**src/rtl/m6502_bus_arbiter.sv**
```systemverilog
// Shares one single-port memory bus between the 6502 CPU and two DMA masters (video, blitter/audio).
// Optional round-robin grant order is enabled by defining M6502_BUS_ARB_RR_EN.
module m6502_bus_arbiter #(
  parameter int CPU_MAX_SKIP   = 4,
  parameter bit DMA0_OVER_DMA1 = 1'b1
) (
  input  logic        clk,
  input  logic        reset,
  input  logic [15:0] cpu_addr,
  input  logic        cpu_rd_req,
  input  logic        cpu_wr_en,
  input  logic [7:0]  cpu_wr_data,
  output logic [7:0]  cpu_rd_data,
  output logic        cpu_ready,
  input  logic [15:0] dma0_addr,
  input  logic        dma0_rd_req,
  input  logic        dma0_wr_en,
  input  logic [7:0]  dma0_wr_data,
  output logic [7:0]  dma0_rd_data,
  output logic        dma0_ready,
  input  logic [15:0] dma1_addr,
  input  logic        dma1_rd_req,
  input  logic        dma1_wr_en,
  input  logic [7:0]  dma1_wr_data,
  output logic [7:0]  dma1_rd_data,
  output logic        dma1_ready,
  output logic [15:0] mem_addr,
  output logic [7:0]  mem_wr_data,
  output logic        mem_rd_req,
  output logic        mem_wr_en,
  input  logic [7:0]  mem_rd_data,
  input  logic        mem_ready,
  output logic [1:0]  bus_owner
);

  typedef enum logic [1:0] {IDLE = 2'd0, ISSUE = 2'd1, WAIT = 2'd2} state_t;

  localparam logic [1:0] OWN_NONE = 2'd0;

  state_t      state_r, state_nxt_s;
  logic [2:0]  req_s;
  logic [2:0]  wr_req_s;
  logic [15:0] addr_in_s [3];
  logic [7:0]  wdata_in_s [3];
  logic [2:0]  pend_r;
  logic [2:0]  wr_kind_r;
  logic [15:0] addr_r [3];
  logic [7:0]  wdata_r [3];

  logic [1:0]  win_idx_s;
  logic [15:0] win_addr_s;
  logic [7:0]  win_wdata_s;
  logic        win_wr_s;
  logic [1:0]  cur_idx_s;
  logic        cur_wr_s;
  logic        grant_s;
  logic        done_s;

  logic [15:0] mem_addr_r, mem_addr_nxt_s;
  logic [7:0]  mem_wdata_r, mem_wdata_nxt_s;
  logic        mem_rd_req_r, mem_rd_req_nxt_s;
  logic        mem_wr_en_r, mem_wr_en_nxt_s;
  logic [1:0]  bus_owner_r, bus_owner_nxt_s;
  logic [7:0]  rd_data_r [3];

  // Index 0 = CPU, 1 = DMA0, 2 = DMA1; owner code is index + 1.
  assign req_s         = {dma1_rd_req | dma1_wr_en, dma0_rd_req | dma0_wr_en, cpu_rd_req | cpu_wr_en};
  assign wr_req_s      = {dma1_wr_en, dma0_wr_en, cpu_wr_en};
  assign addr_in_s[0]  = cpu_addr;
  assign addr_in_s[1]  = dma0_addr;
  assign addr_in_s[2]  = dma1_addr;
  assign wdata_in_s[0] = cpu_wr_data;
  assign wdata_in_s[1] = dma0_wr_data;
  assign wdata_in_s[2] = dma1_wr_data;

  // Per-port request latch: capture when idle, release on completion of that port's access.
  always_ff @(posedge clk) begin
    if (reset) begin
      pend_r    <= 3'b000;
      wr_kind_r <= 3'b000;
      for (int i = 0; i < 3; i++) begin
        addr_r[i]  <= 16'h0000;
        wdata_r[i] <= 8'h00;
      end
    end else begin
      for (int i = 0; i < 3; i++) begin
        if (req_s[i] && !pend_r[i]) begin
          pend_r[i]    <= 1'b1;
          wr_kind_r[i] <= wr_req_s[i];
          addr_r[i]    <= addr_in_s[i];
          wdata_r[i]   <= wdata_in_s[i];
        end else if (done_s && (cur_idx_s == 2'(i))) begin
          pend_r[i] <= 1'b0;
        end
      end
    end
  end

`ifdef M6502_BUS_ARB_RR_EN
  logic [1:0] last_r;

  // Next pending port after the last owner, wrapping CPU -> DMA0 -> DMA1.
  function automatic logic [1:0] rr_pick(input logic [2:0] pend, input logic [1:0] last);
    logic [1:0] c1;
    logic [1:0] c2;
    case (last)
      2'd0:    begin c1 = 2'd1; c2 = 2'd2; end
      2'd1:    begin c1 = 2'd2; c2 = 2'd0; end
      default: begin c1 = 2'd0; c2 = 2'd1; end
    endcase
    if (pend[c1]) begin
      return c1;
    end else if (pend[c2]) begin
      return c2;
    end else begin
      return last;
    end
  endfunction

  // Round-robin winner selection.
  always_comb begin
    win_idx_s = rr_pick(pend_r, last_r);
  end

  // Last owner; reset value makes the CPU first in line.
  always_ff @(posedge clk) begin
    if (reset) begin
      last_r <= 2'd2;
    end else if (grant_s) begin
      last_r <= win_idx_s;
    end else begin
      last_r <= last_r;
    end
  end
`else
  localparam bit         GUARD_EN = (CPU_MAX_SKIP != 0);
  localparam logic [2:0] MAX_SKIP = 3'(CPU_MAX_SKIP);

  logic [2:0] skip_r;

  // Fixed DMA priority, overridden when the CPU has been passed over too often.
  always_comb begin
    win_idx_s = 2'd0;
    if (GUARD_EN && pend_r[0] && (skip_r == MAX_SKIP)) begin
      win_idx_s = 2'd0;
    end else if (DMA0_OVER_DMA1) begin
      if (pend_r[1])      win_idx_s = 2'd1;
      else if (pend_r[2]) win_idx_s = 2'd2;
      else                win_idx_s = 2'd0;
    end else begin
      if (pend_r[2])      win_idx_s = 2'd2;
      else if (pend_r[1]) win_idx_s = 2'd1;
      else                win_idx_s = 2'd0;
    end
  end

  // Saturating count of DMA grants taken while the CPU was waiting.
  always_ff @(posedge clk) begin
    if (reset) begin
      skip_r <= 3'd0;
    end else if (!pend_r[0]) begin
      skip_r <= 3'd0;
    end else if (grant_s) begin
      if (win_idx_s == 2'd0)    skip_r <= 3'd0;
      else if (skip_r != 3'd7)  skip_r <= skip_r + 3'd1;
      else                      skip_r <= skip_r;
    end else begin
      skip_r <= skip_r;
    end
  end
`endif

  // Latched request fields of the winner and of the current owner.
  always_comb begin
    win_addr_s  = addr_r[0];
    win_wdata_s = wdata_r[0];
    win_wr_s    = wr_kind_r[0];
    case (win_idx_s)
      2'd1:    begin win_addr_s = addr_r[1]; win_wdata_s = wdata_r[1]; win_wr_s = wr_kind_r[1]; end
      2'd2:    begin win_addr_s = addr_r[2]; win_wdata_s = wdata_r[2]; win_wr_s = wr_kind_r[2]; end
      default: begin win_addr_s = addr_r[0]; win_wdata_s = wdata_r[0]; win_wr_s = wr_kind_r[0]; end
    endcase
    cur_idx_s = bus_owner_r - 2'd1;
    case (cur_idx_s)
      2'd1:    cur_wr_s = wr_kind_r[1];
      2'd2:    cur_wr_s = wr_kind_r[2];
      default: cur_wr_s = wr_kind_r[0];
    endcase
  end

  // Arbiter next-state and next bus outputs.
  always_comb begin
    state_nxt_s      = state_r;
    mem_addr_nxt_s   = mem_addr_r;
    mem_wdata_nxt_s  = mem_wdata_r;
    mem_rd_req_nxt_s = 1'b0;
    mem_wr_en_nxt_s  = 1'b0;
    bus_owner_nxt_s  = bus_owner_r;
    grant_s          = 1'b0;
    done_s           = 1'b0;
    case (state_r)
      IDLE: begin
        if (|pend_r) begin
          grant_s          = 1'b1;
          mem_addr_nxt_s   = win_addr_s;
          mem_wdata_nxt_s  = win_wdata_s;
          mem_rd_req_nxt_s = ~win_wr_s;
          mem_wr_en_nxt_s  = win_wr_s;
          bus_owner_nxt_s  = win_idx_s + 2'd1;
          state_nxt_s      = ISSUE;
        end else begin
          bus_owner_nxt_s  = OWN_NONE;
        end
      end
      ISSUE: begin
        state_nxt_s = WAIT;
      end
      WAIT: begin
        // Strobes are already low here, so only a post-issue ready completes.
        if (mem_ready) begin
          done_s          = 1'b1;
          bus_owner_nxt_s = OWN_NONE;
          state_nxt_s     = IDLE;
        end else begin
          state_nxt_s     = WAIT;
        end
      end
      default: begin
        bus_owner_nxt_s = OWN_NONE;
        state_nxt_s     = IDLE;
      end
    endcase
  end

  // FSM state and registered memory-side outputs.
  always_ff @(posedge clk) begin
    if (reset) begin
      state_r      <= IDLE;
      mem_addr_r   <= 16'h0000;
      mem_wdata_r  <= 8'h00;
      mem_rd_req_r <= 1'b0;
      mem_wr_en_r  <= 1'b0;
      bus_owner_r  <= OWN_NONE;
    end else begin
      state_r      <= state_nxt_s;
      mem_addr_r   <= mem_addr_nxt_s;
      mem_wdata_r  <= mem_wdata_nxt_s;
      mem_rd_req_r <= mem_rd_req_nxt_s;
      mem_wr_en_r  <= mem_wr_en_nxt_s;
      bus_owner_r  <= bus_owner_nxt_s;
    end
  end

  // Read data returned to the owning port on read completion.
  always_ff @(posedge clk) begin
    if (reset) begin
      for (int i = 0; i < 3; i++) rd_data_r[i] <= 8'h00;
    end else if (done_s && !cur_wr_s) begin
      case (cur_idx_s)
        2'd1:    rd_data_r[1] <= mem_rd_data;
        2'd2:    rd_data_r[2] <= mem_rd_data;
        default: rd_data_r[0] <= mem_rd_data;
      endcase
    end else begin
      for (int i = 0; i < 3; i++) rd_data_r[i] <= rd_data_r[i];
    end
  end

  assign mem_addr     = mem_addr_r;
  assign mem_wr_data  = mem_wdata_r;
  assign mem_rd_req   = mem_rd_req_r;
  assign mem_wr_en    = mem_wr_en_r;
  assign bus_owner    = bus_owner_r;
  assign cpu_rd_data  = rd_data_r[0];
  assign dma0_rd_data = rd_data_r[1];
  assign dma1_rd_data = rd_data_r[2];
  assign cpu_ready    = ~pend_r[0];
  assign dma0_ready   = ~pend_r[1];
  assign dma1_ready   = ~pend_r[2];

endmodule
```
**config.mk**
```make
export PLATFORM = sky130hd
export DESIGN_NAME = m6502_bus_arbiter
export DESIGN_NICKNAME = d
export VERILOG_FILES = /design/src/rtl/m6502_bus_arbiter.sv
export SDC_FILE = /design/constraint.sdc
export NUM_CORES = 1
export LEC_CHECK = 0
export CORE_MARGIN = 2
export CORE_UTILIZATION = 40
export CTS_CLUSTER_SIZE = 20
export DETAILED_ROUTE_END_ITERATION = 8
export PLACE_DENSITY = 0.78
export SLEW_MARGIN = 20
export SYNTH_ARGS = -nofsm -noshare
export SYNTH_HDL_FRONTEND = slang
export SYNTH_SLANG_ARGS = --single-unit
```
**constraint.sdc**
```tcl
create_clock -name clk -period 4.55 [get_ports clk]
set_clock_uncertainty 0.1 [all_clocks]
set_input_delay 0.91 -clock clk [delete_from_list [all_inputs] [get_ports clk]]
set_output_delay 0.91 -clock clk [all_outputs]
set_load 0.01 [all_outputs]
```
==> results by group, run 1 <==
Outcome
  • Status: complete, no violations

Logic synthesis
  • Register area share after synthesis: ~67%
  • Syn Nets: between 500 and 600
  • Post-Synthesis Cells: roughly 440
  • Synthesized area: 0.00546 mm²
  • Synth cell types: 34
  • Ys Warns: 0
  • Register bit total from synthesis: 135
  • Post-Syn Area per Cell: 12.5 µm²

Worst setup path
  • Max incr delay on CP: 920 ps
  • CP Launch Type: input port
  • CP Class: in -> reg
  • Cells along the critical path: clkdlybuf4s50_1 > a31oi_4 > buf_4 > and2_1
  • Critical Path End Type: flip-flop
  • Worst Setup EP: wdata_r[0][21]
  • Crit path max fanout: 52
  • Path depth of the worst reg2reg path: 8
  • Worst Setup SP: reset
  • Crit-path slowest cell: a31oi_4
  • CP Data Arrival Time: 3030 ps
  • Worst r2r src: skip_r[0]
  • Required time of the critical path: 4720 ps
  • Reg2Reg Setup Slack: 1930 ps
  • R2r endpoint: mem_wr_en

Route
  • Total iterations of the first detailed-routing run: 4
  • Drt wl/cell: 16.3 µm
  • Final ANT Viol Nets: 0
  • Starting DRT DRC Count: between 200 and 250
  • Via/cell ratio: 4.98
  • Vias: 3811
  • Post-route DRC: 0
  • Routed wire length: 12500 µm

Power
  • Clk network pwr share: 41.8%
  • Power density over cell area: 431 mW/mm²
  • Leakage: 2.86 nW
  • Peak supply drop: 0.000213 V
  • Seq pwr share: ~45%
  • Switching share of power: 23.3%
  • Gate power share: 12.8%
  • Switch Pwr: 0.765 mW
  • Internal power: ~2.5 mW

Layout
  • Area Growth Syn to Fin: 39.7%
  • Multi-input logic area: 0.00160 mm²
  • # fillers: 1037
  • Post-layout util: 57.3%
  • Inserted Diodes: 0
  • Fin nets: between 600 and 700
  • Layout cells sized above 1: 8.32%
  • FF/Latch Area: between 0.003 and 0.004 mm²

Global route
  • Tot GR Track Use: 17.5%
  • Number of global-route vias before repair: 3900
  • First-pass GRT wire length: around 19000 µm
  • Grt ovf: 0
  • Initial antenna violation count: 0
  • Largest net degree at the start of global routing: 53

Clock network
  • CTS Buf Count: 17
  • Post-CTS sizing: 0
  • Post CTS Setup Buffer Count: 0
  • CTS sink cnt: 135
  • Worst-path clk slew: 60 ps
  • CTS Hold Bufs: 0
  • TritonCTS clock tree: yes
  • Root cell of the clock tree: clkbuf_16
  • Deepest clock path buffer count: 2
  • Worst skew pair latency: 400 ps
  • H-tree depth: 4

Timing
  • RSZ-0062 raised after global routing: no
  • Final period utilization: 62.8%
  • Minimum clock period: 2860 ps
  • Slew HR: 31.0%
  • Final Max Tran Viols: 0
  • Maximum clock frequency: 350 MHz
  • # setup viols final: 0
  • Hold Fails Final Rpt: 0
  • Setup TNS: 0 ps
  • Worst-Margin Slew: roughly 1000 ps

Floorplan
  • Io pins: 144
  • Row count: 42
  • Die Height: 121 µm
  • Die X: 121 µm
  • Initial Utilization: 41.0%
  • Core area: approximately 0.013 mm²
  • Die area: roughly 0.015 mm²

Run
  • MaxCap Viol Count: 0

Placed design
  • Number of port buffers: ~140
  • GPL Wtd Cong: a little under 0.9
  • HPWL after DPL: between 8000 and 9000 µm

Worst hold path
  • Hold WC Path Type: reg -> reg
layout make-up:
type	count	area share, %
well taps	176	2.89
flip-flops and latches	135	48.1
repair buffers	148	19.3
inverters	15	0.772
multi-input cells	259	21.1
clock inverters	15	2.35
clock buffers	17	5.58
Yosys cell counts:
cell	instances	share of area [%]
edfxtp_1	96	53
a21oi_4	1	0.30
inv_1	14	0.96
and2_2	1	0.14
and2_1	73	8.4
o22ai_1	3	0.34
mux2i_1	1	0.18
a22o_2	4	0.73
o31ai_1	3	0.41
nor2b_1	1	0.11
ha_1	6	1.4
a22oi_1	25	3.4
o21ai_0	29	2.7
nand3_1	3	0.28
clkbuf_1	18	1.2
o32ai_1	2	0.32
or3_1	1	0.11
dfxtp_1	39	14
nand4b_1	1	0.16
a311oi_1	1	0.16
o21bai_1	3	0.41
nand2_1	46	3.2
buf_6	5	1.0
or3_4	1	0.21
a21oi_1	5	0.46
a31oi_4	1	0.39
nand3_2	1	0.18
buf_2	3	0.28
a2111oi_0	1	0.16
a22o_1	20	3.2
nor3_1	3	0.28
inv_4	1	0.11
nor2_1	22	1.5
nand3b_1	1	0.14
layout by cell type (no fill, tap or decap), types with 4 or more instances in the layout:
cell               n
clkbuf_16         17
a22o_1            20
a22o_2             4
dfxtp_1           39
edfxtp_1          96
nand2_1           46
clkdlybuf4s50_1  143
a21oi_1            5
clkinv_2           4
a22oi_1           25
inv_1             14
ha_1               6
o21ai_0           29
and2_1            73
nor2_1            22
buf_4              5
cell families after synthesis:
kind of cell | Yosys count | synth area share (%)
mux | 1 | 0.183
compound gates | 98 | 13.0
flops | 135 | 67.2
fa+ha+maj | 6 | 1.38
simple gates | 154 | 14.7
buf+inv | 41 | 3.62
sequential cells by signal, indices dropped and copies added (netlist names):
register	flops
addr_r	48
bus_owner	2
mem_addr	16
mem_rd_req	1
mem_wr_data	8
mem_wr_en	1
pend_r	3
rd_data_r	24
skip_r	3
state_r	2
wdata_r	24
wr_kind_r	3
worst min-delay path by stage:
stage	endpoint	slack [ps]	from	cells after the start
2_1_floorplan	skip_r[1]	360	skip_r[1]	2
3_3_place_gp	mem_wr_data[7]	370	mem_wr_data[7]	1
3_5_place_dp	mem_addr[12]	370	mem_addr[12]	1
4_1_cts	mem_addr[11]	380	mem_addr[11]	1
5_1_grt	mem_addr[11]	390	mem_addr[11]	1
6_report	mem_addr[11]	380	mem_addr[11]	1
per-layer routing:
layer | vias to the layer above | wire length (µm) | track usage (%)
met5 | - | 0 | 0
li1 | 1843 | - | -
met4 | 0 | 218 | 8.07
met1 | 1782 | 5100 | 20.7
met2 | 169 | 6270 | 29.9
met3 | 17 | 874 | 4.39
power groups by stage:
stage	Sequential (mW)	Combinational (mW)	Clock (mW)
after CTS	1.49	0.424	1.39
after global placement	1.51	0.411	0
after floorplan	1.52	0.201	0
after detailed placement	1.51	0.423	0
final	1.49	0.420	1.37
after global routing	1.50	0.459	1.44
worst max-delay path, delay by kind of cell:
kind	cells	cell delay, ps
and+or+nand+nor	1	150
AOI/OAI and AO/OA	1	920
buffers and inverters	2	1020
through the flow:
step	hold slack [ps]	total power [mW]	std cells	setup slack [ps]	area [µm²]
global placement	372	1.92	733	1310	7010
global route	393	3.40	765	1450	7620
finish	380	3.28	765	1690	7620
detailed placement	366	1.94	733	1200	7010
CTS	383	3.31	765	1650	7610
floorplan	363	1.72	435	2240	5460
No activity file was read; power rests on OpenSTA's default activity.
==> inputs of run 2 (changes only) <==
Clock period 4.55 ns to 3 ns, I/O delays scaled along.
==> results by group, run 2 (synthesis results as in run 1) <==
Worst setup path
  • Reg2Reg Setup Slack: 460 ps
  • R2r endpoint: mem_wr_en
  • CP Class: reg -> reg
  • Crit path max fanout: 25
  • Required time of the critical path: 3250 ps
  • Path depth of the worst reg2reg path: 8
  • Worst r2r src: skip_r[0]
  • Critical Path End Type: flip-flop
  • CP Data Arrival Time: 2790 ps
  • CP Launch Type: flip-flop

Floorplan
  • Core area: 0.0133 mm²
  • Die Height: about 120 µm
  • Io pins: about 140
  • Die X: 121 µm
  • Initial Utilization: 41.0%
  • Die area: between 0.01 and 0.015 mm²
  • Row count: between 40 and 50

Power
  • Clk network pwr share: just over 40%
  • Gate power share: 13.1%
  • Power density over cell area: 650 mW/mm²
  • Peak supply drop: approximately 0.00041 V
  • Internal power: 3.82 mW
  • Switch Pwr: 1.14 mW
  • Switching share of power: 23.0%
  • Leakage: between 2 and 3 nW
  • Seq pwr share: 45.5%

Layout
  • Area Growth Syn to Fin: 39.9%
  • Biggest register: addr_r
  • Fin cells: 768
  • Layout cells sized above 1: 7.77%
  • Max reg flops: 48
  • Biggest regs: addr_r: 48 flops, rd_data_r: 24 flops, wdata_r: 24 flops
  • Inserted Diodes: 0
  • Most common library cell in the layout ignoring fill and taps: clkdlybuf4s50_1
  • Most frequent cells in the layout: clkdlybuf4s50_1, edfxtp_1, and2_1
  • Fin nets: between 600 and 700

Timing
  • Setup TNS: 0 ps
  • Slew HR: between 20% and 30%
  • # setup viols final: 0
  • RSZ-0062 raised after global routing: no
  • Minimum clock period: between 2000 and 3000 ps
  • Final period utilization: 84.6%
  • Maximum clock frequency: 394 MHz
  • Final Max Tran Viols: 0
  • Worst-Margin Slew: 1090 ps
  • Hold Fails Final Rpt: 0

Placed design
  • GPL Wtd Cong: 0.877
  • HPWL after DPL: between 8000 and 9000 µm
  • Number of port buffers: 143
  • Placed Cells: approximately 740

Clock network
  • H-tree depth: 4
  • CTS sink cnt: 135
  • Deepest clock path buffer count: 2
  • Root cell of the clock tree: clkbuf_16
  • Post-CTS sizing: 0
  • TritonCTS clock tree: yes
  • Post CTS Setup Buffer Count: 0
  • CTS Hold Bufs: 0
  • CTS Buf Count: 17
  • Worst-path clk slew: 60 ps
  • Worst skew pair latency: approximately 410 ps

Outcome
  • Status: complete, no violations

Route
  • Drt wl/cell: approximately 16 µm
  • Vias: 3845
  • Starting DRT DRC Count: 238
  • Post-route DRC: 0
  • Via/cell ratio: around 5
  • Final ANT Viol Nets: 0
  • Routed wire length: about 12000 µm
  • Total iterations of the first detailed-routing run: 5

Global route
  • Grt ovf: 0
  • Largest net degree at the start of global routing: 40
  • First-pass GRT wire length: roughly 19000 µm
  • Number of global-route vias before repair: around 3900
  • Tot GR Track Use: approximately 17%
  • Initial antenna violation count: 0

Worst hold path
  • Worst hold path startpoint: mem_wr_data[1]
  • Endpoint of the worst hold path: mem_wr_data[1]
  • Hold path depth: 1
  • Hold WC Path Type: reg -> reg

Run
  • MaxCap Viol Count: 0
-- run 2: changes by cell type in the layout (fill, tap and decap cells not counted), moves of 2 or more --
cell	delta
clkinv_1	+2
clkbuf_1	+2
clkinv_2	-2
o31ai_1	+2
buf_4	+2
o31ai_2	-2
-- run 2: per-layer routing --
layer,global-route usage (%),wire length [µm]
met1,21.4,5070
met2,29.4,6150
met3,3.77,891
met4,7.78,178
met5,0,0
-- run 2: worst max path at each step --
stage                    from              end  slack, ps  cells after the start
detailed placement  mem_ready  rd_data_r[1][5]        310                      3
CTS                 skip_r[0]        mem_wr_en        480                      8
global route        skip_r[0]        mem_wr_en        280                      8
finish              skip_r[0]        mem_wr_en        460                      8
floorplan               reset    addr_r[0][32]       1000                      3
global placement    mem_ready  rd_data_r[1][3]        440                      3
-- run 2: metrics by stage --
step                      power [mW]  instance area (µm²)  util (%)  hold WS, ps  setup slack (ps)
after floorplan                 2.61                 5460         -          363               996
after global placement          2.92                 7040      53.0          366               444
after detailed placement        2.95                 7040      53.0          370               313
after CTS                       4.99                 7630      57.4          383               475
after global routing            5.13                 7630      57.4          402               282
final                           4.96                 7630      57.4          383               461
-- run 2: final cells by class --
type,count,area [µm²]
multi-input cells,259,1590
fillers,1066,5670
inverters,15,58.8
repair buffers,151,1500
clock inverters,13,156
flip-flops and latches,135,3660
well taps,176,220
clock buffers,19,433
-- run 2: power groups by stage --
stage / registers [mW] / clock network [mW] / logic, mW
floorplan: 2.30 / 0 / 0.305
global placement: 2.29 / 0 / 0.633
detailed placement: 2.30 / 0 / 0.650
CTS: 2.26 / 2.08 / 0.653
global route: 2.28 / 2.14 / 0.707
finish: 2.26 / 2.05 / 0.647
-- run 2: worst max-delay path: stages, from the launching register on --
cell and delay (ps):
dfxtp_1 350, inv_1 70, ha_1 200, nand3_1 90, and2_1 180, ha_1 860
a22oi_1 200, o21ai_0 270, and2_2 170
==> inputs of run 3 (changes only) <==
Clock period 3 ns to 2.5 ns, I/O delays scaled along.
==> results by group, run 3 (synthesis results as in run 1) <==
Placed design
  • Number of port buffers: 143
  • Pre-CTS WS: -78.1 ps
  • GPL Wtd Cong: 0.880
  • Area after DPL: between 0.007 and 0.008 mm²
  • HPWL after DPL: 8490 µm

Timing
  • RSZ-0062 raised after global routing: no
  • Slew HR: 49.2%
  • Hold Fails Final Rpt: 0
  • Final WS setup: approximately 260 ps
  • # setup viols final: 0
  • Maximum clock frequency: roughly 450 MHz
  • Minimum clock period: 2240 ps
  • Worst-Margin Slew: about 760 ps
  • Final period utilization: roughly nine tenths
  • Final Max Tran Viols: 0

Route
  • Starting DRT DRC Count: 208
  • Routed wire length: 12300 µm
  • Post-route DRC: 0
  • Via/cell ratio: around 5.0
  • Final ANT Viol Nets: 0
  • Vias: 3857
  • Drt wl/cell: 15.8 µm
  • Total iterations of the first detailed-routing run: 5

Layout
  • Cell area after layout: 0.00777 mm²
  • FF/Latch Area: roughly 0.0037 mm²
  • Biggest regs: addr_r: 48 flops, rd_data_r: 24 flops, wdata_r: 24 flops
  • Max reg flops: 48
  • # fillers: 1041
  • Area Growth Syn to Fin: 42.4%
  • Inserted Diodes: 0
  • Biggest register: addr_r
  • Most frequent cells in the layout: clkdlybuf4s50_1, edfxtp_1, and2_1
  • Most common library cell in the layout ignoring fill and taps: clkdlybuf4s50_1
  • Fin nets: about 700
  • Multi-input logic area: 0.00161 mm²
  • Layout cells sized above 1: 9.83%

Worst hold path
  • Hold WC Path Type: reg -> reg

Worst setup path
  • CP Buf/Inv Count: 3
  • Crit-path slowest cell: dfxtp_1
  • CP Class: reg -> reg
  • CP Data Arrival Time: approximately 2400 ps
  • Crit path max fanout: 15
  • Max incr delay on CP: 360 ps
  • Required time of the critical path: 2690 ps
  • CP Launch Type: flip-flop
  • Reg2Reg Setup Slack: 260 ps
  • Cell family with most CP delay: compound AO/OA/AOI/OAI gates
  • Cells along the critical path: inv_1 > ha_1 > nand3_1 > and2_1 > inv_1 > ha_1 > buf_4 > a22oi_1 > o21ai_0 > a22o_2
  • Critical Path End Type: flip-flop

Clock network
  • Post CTS Setup Buffer Count: 0
  • H-tree depth: 4
  • CTS Buf Count: 17
  • TritonCTS clock tree: yes
  • Worst skew pair latency: 400 ps
  • Deepest clock path buffer count: 2
  • CTS sink cnt: 135
  • Worst-path clk slew: 60 ps
  • Root cell of the clock tree: clkbuf_16

Floorplan
  • Row count: 42
  • Die Height: ~120 µm
  • Core area: 0.0133 mm²
  • Die X: 121 µm
  • Initial Utilization: approximately 40%
  • Die area: 0.0146 mm²
  • Io pins: 144

Global route
  • GRT met2 Usage: 30.1%
  • Global route hottest layer: met2
  • Largest net degree at the start of global routing: 69
  • M3 GR Usage: 3.73%
  • Initial antenna violation count: 1
  • First-pass GRT wire length: 19300 µm
  • GR Layer Usage met1: 20.7%
  • Tot GR Track Use: between 15 and 20%
  • Number of global-route vias before repair: 3944
  • Grt ovf: 0

Power
  • Gate power share: 13.4%
  • Clk network pwr share: 41.6%
  • Pwr Total: 6.02 mW
  • Internal power: 4.62 mW
  • Switching share of power: about a quarter
  • Leakage: 2.92 nW
  • Seq pwr share: 45.0%
  • Peak supply drop: 0.000396 V
  • Switch Pwr: 1.40 mW
  • Power density over cell area: 775 mW/mm²

Outcome
  • Status: complete, no violations

Run
  • MaxCap Viol Count: 0
==> run 3: changes by cell type in the layout (fill, tap and decap cells not counted), sizes merged <==
cell,before,now
buf,8,16
inv,16,18
clkbuf,19,18
clkinv,6,5
==> run 3: worst reg2reg max path, cell delays in order (launching register included) <==
cell	delay, ps
dfxtp_1	360
inv_1	80
ha_1	200
nand3_1	100
and2_1	190
inv_1	80
ha_1	210
buf_4	200
a22oi_1	260
o21ai_0	130
a22o_2	230
==> run 3: timing repair <==
| item | 4_1_cts | 5_1_grt |
|---|---|---|
| hold buffers | 0 | 0 |
| setup endpoints to repair | 0 | 4 |
| gates resized for setup | 0 | 2 |
==> run 3: final timing paths <==
kind	from	to	depth (start not counted)
max reg2reg	skip_r[0]	mem_addr[8]	10
min	mem_wr_data[1]	mem_wr_data[1]	1
min reg2reg	mem_wr_data[1]	mem_wr_data[1]	1
max	skip_r[0]	mem_addr[8]	10
==> run 3: routing by layer <==
layer	share of wire [%]	vias to the layer above	wire (µm)
met2	50	170	6140
met5	0	-	0
li1	-	1864	-
met3	6.9	20	844
met4	2.1	0	252
met1	41	1803	5030
==> run 3: area by class of cell <==
type / count / area share [%]
flip-flops and latches: 135 / 47.2
well taps: 176 / 2.84
inverters: 15 / 0.757
multi-input cells: 259 / 20.7
clock inverters: 14 / 2.24
repair buffers: 159 / 20.8
clock buffers: 18 / 5.53
==> run 3: per-stage QoR <==
stage / util [%] / setup TNS (ps) / cells / hold WS, ps
after detailed placement: 53.8 / -624 / 744 / 373
after global routing: 58.4 / 0 / 776 / 403
final: 58.4 / 0 / 776 / 386
after global placement: 53.8 / 0 / 744 / 365
after floorplan: - / 0 / 435 / 363
after CTS: 58.3 / 0 / 776 / 383
==> run 3: power by group through the flow <==
| stage | Clock (mW) | Combinational (mW) | Sequential, mW |
|---|---|---|---|
| finish | 2.50 | 0.809 | 2.71 |
| global route | 2.62 | 0.885 | 2.73 |
| CTS | 2.54 | 0.813 | 2.71 |
| detailed placement | 0 | 0.809 | 2.75 |
| global placement | 0 | 0.792 | 2.74 |
| floorplan | 0 | 0.366 | 2.76 |
